===== config.mk =====
export PLATFORM = sky130hd
export DESIGN_NAME = qword_to_axis
export DESIGN_NICKNAME = d
export VERILOG_FILES = /design/src/rtl/qword_to_axis.sv
export SDC_FILE = /design/constraint.sdc
export NUM_CORES = 1
export LEC_CHECK = 0
export BUFFER_PORTS_ARGS = -buffer_cell sky130_fd_sc_hd__buf_2
export CORE_MARGIN = 3
export CORE_UTILIZATION = 54
export DETAILED_ROUTE_END_ITERATION = 7
export GPL_ROUTABILITY_DRIVEN = 0
export PLACE_DENSITY = 0.86
export SLEW_MARGIN = 10
export SYNTH_ARGS = -nofsm -noshare
export SYNTH_HDL_FRONTEND = slang
export SYNTH_SLANG_ARGS = --single-unit

===== constraint.sdc =====
create_clock -name clk -period 9.9 [get_ports clk]
set_input_delay 1.98 -clock clk [delete_from_list [all_inputs] [get_ports clk]]
set_output_delay 1.98 -clock clk [all_outputs]
set_load 0.01 [all_outputs]

===== src/rtl/qword_to_axis.sv =====
// Per-queue egress stage: drains {high,low} 72-bit half-word pairs from a FWFT
// replay FIFO and emits them as a 64-bit AXI4-Stream with per-queue statistics.
module qword_to_axis #(
    parameter int FIFO_DATA_WIDTH = 144,
    parameter int AXIS_DATA_WIDTH = 64,
    parameter int CNT_WIDTH       = 32
) (
    input  logic                       clk,
    input  logic                       rst,
    input  logic [FIFO_DATA_WIDTH-1:0] fifo_dout,
    input  logic                       fifo_empty,
    output logic                       fifo_rd_en,
    output logic [AXIS_DATA_WIDTH-1:0] m_axis_tdata,
    output logic [7:0]                 m_axis_tkeep,
    output logic                       m_axis_tvalid,
    output logic                       m_axis_tlast,
    input  logic                       m_axis_tready,
    input  logic                       q_enable,
    input  logic                       clear_stats,
    output logic [CNT_WIDTH-1:0]       pkt_count,
    output logic [CNT_WIDTH-1:0]       byte_count,
    output logic [CNT_WIDTH-1:0]       err_count,
    output logic                       in_packet
);

    localparam int HALF_W = FIFO_DATA_WIDTH / 2;
    localparam int NB_LSB = AXIS_DATA_WIDTH;

    typedef enum logic [1:0] {
        IDLE = 2'd0,
        LOW  = 2'd1,
        HIGH = 2'd2
    } state_t;

    state_t state, state_next;

    // pkt_open tracks packet framing on the load side, so gating decisions are
    // not delayed by a stalled tlast beat sitting in the output register.
    logic                       pkt_open, pkt_open_next;
    logic                       low_fill_mid;
    logic                       sel_high;
    logic                       h_valid, h_last;
    logic [2:0]                 h_nm1;
    logic [AXIS_DATA_WIDTH-1:0] h_data;
    logic [7:0]                 h_keep;
    logic                       bad_len, fill_err;
    logic                       active, can_load, consume, load, accepted;
    logic [1:0]                 err_inc;
    logic                       reserved_unused;

    assign reserved_unused = ^{fifo_dout[FIFO_DATA_WIDTH-3:HALF_W+NB_LSB+3],
                               fifo_dout[HALF_W-3:NB_LSB+3]};

    function automatic logic [3:0] popcount8(input logic [7:0] k);
        logic [3:0] n;
        n = '0;
        for (int i = 0; i < 8; i++) begin
            n = n + {3'b000, k[i]};
        end
        return n;
    endfunction

    always_comb begin
        sel_high = (state == HIGH);
        h_valid  = sel_high ? fifo_dout[FIFO_DATA_WIDTH-1] : fifo_dout[HALF_W-1];
        h_last   = sel_high ? fifo_dout[FIFO_DATA_WIDTH-2] : fifo_dout[HALF_W-2];
        h_nm1    = sel_high ? fifo_dout[HALF_W+NB_LSB+2:HALF_W+NB_LSB]
                            : fifo_dout[NB_LSB+2:NB_LSB];
        h_data   = sel_high ? fifo_dout[HALF_W+AXIS_DATA_WIDTH-1:HALF_W]
                            : fifo_dout[AXIS_DATA_WIDTH-1:0];
        bad_len  = h_valid && !h_last && (h_nm1 != 3'd7);
        case (h_nm1)
            3'd0:    h_keep = 8'h01;
            3'd1:    h_keep = 8'h03;
            3'd2:    h_keep = 8'h07;
            3'd3:    h_keep = 8'h0F;
            3'd4:    h_keep = 8'h1F;
            3'd5:    h_keep = 8'h3F;
            3'd6:    h_keep = 8'h7F;
            default: h_keep = 8'hFF;
        endcase
        if (bad_len) begin
            h_keep = 8'hFF;
        end
    end

    // A filler half is consumed immediately; a real half only when the output
    // register can take it.
    always_comb begin
        can_load      = !m_axis_tvalid || m_axis_tready;
        accepted      = m_axis_tvalid && m_axis_tready;
        active        = (state != IDLE) && !fifo_empty;
        consume       = active && (!h_valid || can_load);
        load          = active && h_valid && can_load;
        pkt_open_next = load ? !h_last : pkt_open;
        fill_err      = sel_high && h_valid && low_fill_mid;
        err_inc       = {1'b0, load && bad_len} + {1'b0, load && fill_err};
        fifo_rd_en    = sel_high && consume;
        state_next    = state;
        case (state)
            IDLE: begin
                if (!fifo_empty && (pkt_open || q_enable)) begin
                    state_next = LOW;
                end
            end
            LOW: begin
                if (consume) begin
                    state_next = HIGH;
                end
            end
            HIGH: begin
                if (consume) begin
                    state_next = (pkt_open_next || q_enable) ? LOW : IDLE;
                end
            end
            default: state_next = IDLE;
        endcase
    end

    always_ff @(posedge clk or posedge rst) begin
        if (rst) begin
            state        <= IDLE;
            pkt_open     <= 1'b0;
            low_fill_mid <= 1'b0;
            in_packet    <= 1'b0;
        end else begin
            state    <= state_next;
            pkt_open <= pkt_open_next;
            if (state == LOW && consume) begin
                low_fill_mid <= !h_valid && pkt_open;
            end
            if (accepted) begin
                in_packet <= !m_axis_tlast;
            end
        end
    end

    always_ff @(posedge clk or posedge rst) begin
        if (rst) begin
            m_axis_tvalid <= 1'b0;
            m_axis_tdata  <= '0;
            m_axis_tkeep  <= '0;
            m_axis_tlast  <= 1'b0;
        end else if (load) begin
            m_axis_tvalid <= 1'b1;
            m_axis_tdata  <= h_data;
            m_axis_tkeep  <= h_keep;
            m_axis_tlast  <= h_last;
        end else if (accepted) begin
            m_axis_tvalid <= 1'b0;
        end
    end

    // Clear beats any increment landing in the same cycle.
    always_ff @(posedge clk or posedge rst) begin
        if (rst) begin
            pkt_count  <= '0;
            byte_count <= '0;
            err_count  <= '0;
        end else if (clear_stats) begin
            pkt_count  <= '0;
            byte_count <= '0;
            err_count  <= '0;
        end else begin
            if (accepted && m_axis_tlast) begin
                pkt_count <= pkt_count + 1'b1;
            end
            if (accepted) begin
                byte_count <= byte_count + CNT_WIDTH'(popcount8(m_axis_tkeep));
            end
            err_count <= err_count + CNT_WIDTH'(err_inc);
        end
    end

endmodule


==> results.json <==
{
  "status": "complete, no violations",
  "viasPerCell": 5.46,
  "drtAntennaViolNets": 0,
  "arrival_ns": 5.95,
  "finalMaxSlewViolations": 0,
  "coreArea_mm2": 0.0159,
  "die_w_um": 134,
  "clkTransAtPathRegs_ns": 0.07,
  "cts_hold_buf": 0,
  "drtPass1Iterations": 7,
  "drv_cap": 0,
  "synth.avg_cell_area_um2": 9.04,
  "worstPathRequired_ns": 10.19,
  "finalHoldViolCount": 0,
  "finalCritPeriodShare_pct": 57.2,
  "crit_path_start_kind": "input port",
  "syn_nets": 1138,
  "num_io_pins": 322,
  "rsz0062_at_grt": "false",
  "yosysSeqAreaShare_pct": 49.7,
  "rows": 46,
  "start_util_pct": 55.2,
  "die_area_mm2": 0.0179,
  "avgRoutedWirePerCell_um": 16.5,
  "p_per_area_mw_per_mm2": 235,
  "hpwl_mm": 17.6,
  "max_slew_margin_pct": 17.4,
  "ys_async_sr_fraction_pct": 100,
  "cts_buffer_depth": 2,
  "drc": 0,
  "postSynthCellCount": 974,
  "cp_max_fo": 65,
  "yosysMostFrequentCell": "dfrtp_1",
  "ys.warnings.count": 0,
  "grt-ovfl-total": 0,
  "netlist_top_cells_area": "dfrtp_1 50%, nand2_1 7.4%, nor2_1 6.9%",
  "place_area_mm2": 0.0105,
  "post-route-cell-area_mm2": 0.0111,
  "fillers": 1225,
  "ys_top_cells_by_count": "175 x dfrtp_1, 173 x nand2_1, 163 x nor2_1, 68 x a31oi_1, 56 x xnor2_1",
  "first_iter_violations": 626,
  "vias": 8119,
  "worstSkewPairLatency_ns": 0.43,
  "vdd_drop_max_uv": 132,
  "setup_violations": 0,
  "setup_tns_ns": 0,
  "synth_top_cell_by_area": "dfrtp_1",
  "syn_area_mm2": 0.00881,
  "die_h_um": 134,
  "grt_pass1_wl_mm": 39.2,
  "finalNetCount": 1419,
  "tightest_slew_ns": 1.24,
  "cts_made_buffers": 17,
  "drt-total-wl_mm": 24.5,
  "grt_pass1_vias": 7778,
  "grt_usage_pct": 27.4,
  "clock-root-buffer": "clkbuf_16",
  "fmax_ghz": 0.177,
  "ys_types": 55,
  "io_buffer_count": 315,
  "holdWs_ns": 0.504,
  "drive_gt1_share_pct": 29.6,
  "antenna_found_initial": 4,
  "htree_levels": 4,
  "path_class": "input port to flip-flop",
  "cts.repair.resized": 0,
  "synth-seq-cells": 175,
  "grt_max_degree": 111,
  "cts_tree": "done",
  "synth_edf_count": 0,
  "area_growth_pct": 25.9,
  "netlist.area_leader.share_pct": 49.7,
  "clock_skew_ns": 0.00831,
  "numClockSinks": 175,
  "hold_class": "flip-flop to flip-flop",
  "synthFlopType": "dfrtp_1",
  "leakage_nw": 5.31,
  "postCtsSetupRepairBufs": 0,
  "fin_crit_ns": 5.66,
  "cp-end-kind": "flip-flop"
}
==> cell usage in the layout, fill, tap and decap left out, drive strengths merged, types with 4 or more instances in the layout <==
master	count
buf	321
dfrtp	175
nand2	173
nor2	163
a31oi	68
xnor2	56
nand3	33
inv	33
xor2	24
nand4	22
a21oi	18
clkbuf	17
nor4	17
o21ai	15
and4	14
and3	14
nor3	11
a211oi	9
or3	9
ha	8
fa	6
nor2b	6
nand2b	5
diode	4
mux2i	4
nor3b	4
==> routing by layer <==
metal	global-route usage, %	wire length, µm	up-vias
li1	-	-	3887
met1	34.1	9740	3871
met2	46.1	12300	305
met3	5.51	1490	56
met4	12.9	928	0
met5	0	0	-
==> cells by family after synthesis <==
logic type / share of synthesized area, %
and+or+nand+nor: 25.5
buffers and inverters: 4.16
DFF: 49.7
muxes: 0.455
adders and majority gates: 2.50
xor gates and xnor gates: 7.96
AOI/OAI and AO/OA: 9.67
==> per-stage QoR <==
step | std cells | util (%) | power, mW | setup WS (ns)
CTS | 1484 | 69.5 | 2.62 | 4.23
global route | 1488 | 69.5 | 2.77 | 3.93
global placement | 1452 | 65.6 | 1.87 | 3.97
floorplan | 974 | - | 1.56 | 3.17
detailed placement | 1452 | 65.6 | 1.91 | 3.83
finish | 1488 | 69.5 | 2.61 | 4.24
==> where the power goes <==
group / switching [mW] / leakage (nW) / internal, mW
clock network: 0.307 / 0.296 / 0.406
registers: 0.105 / 2.22 / 0.878
logic: 0.555 / 2.79 / 0.360
==> worst max-delay path, cell delays in order <==
cell and delay [ns]:
buf_2 0.13, nand3b_1 0.16, a211oi_4 0.30, buf_4 0.53, nand2_1 0.18, or2_2 0.33, fa_1 0.45, inv_1 0.10
ha_1 0.18, nand3_1 0.21, nor4_1 0.89, nand4b_1 0.23, xor2_1 0.20, nor2_1 0.06
==> registers in the layout, summed over array words and instances, names as in the netlist <==
register       count
byte_count        32
pkt_open           1
err_count         32
in_packet          1
pkt_count         32
m_axis_tdata      64
low_fill_mid       1
m_axis_tlast       1
m_axis_tvalid      1
state              2
m_axis_tkeep       8
==> area by class of cell <==
cell class              count  area (µm²)  share of cell area [%]
multi-input cells         715        4080                    36.8
well taps                 216         270                    2.44
clock buffers              17         425                    3.84
inverters                  25        98.8                   0.892
repair buffers            321        1620                    14.6
clock inverters            15         196                    1.77
diodes                      4        10.0                  0.0903
flip-flops and latches    175        4380                    39.5
==> worst paths after layout <==
check	startpoint	to	slack [ns]	depth (start not counted)
worst max-delay path	fifo_dout[143]	err_count[26]$_DFF_PP0_	4.24	14
worst min-delay path	low_fill_mid$_DFFE_PP0P_	low_fill_mid$_DFFE_PP0P_	0.50	2
worst max register to register	state[1]$_DFFE_PP0P_	err_count[26]$_DFF_PP0_	5.26	13
worst min register to register	low_fill_mid$_DFFE_PP0P_	low_fill_mid$_DFFE_PP0P_	0.50	2
max in group asynchronous	rst	byte_count[28]$_DFFE_PP0P_	6.67	3
min in group asynchronous	rst	m_axis_tdata[50]$_DFFE_PP0N_	1.79	2
No activity file was read; power rests on OpenSTA's default activity.
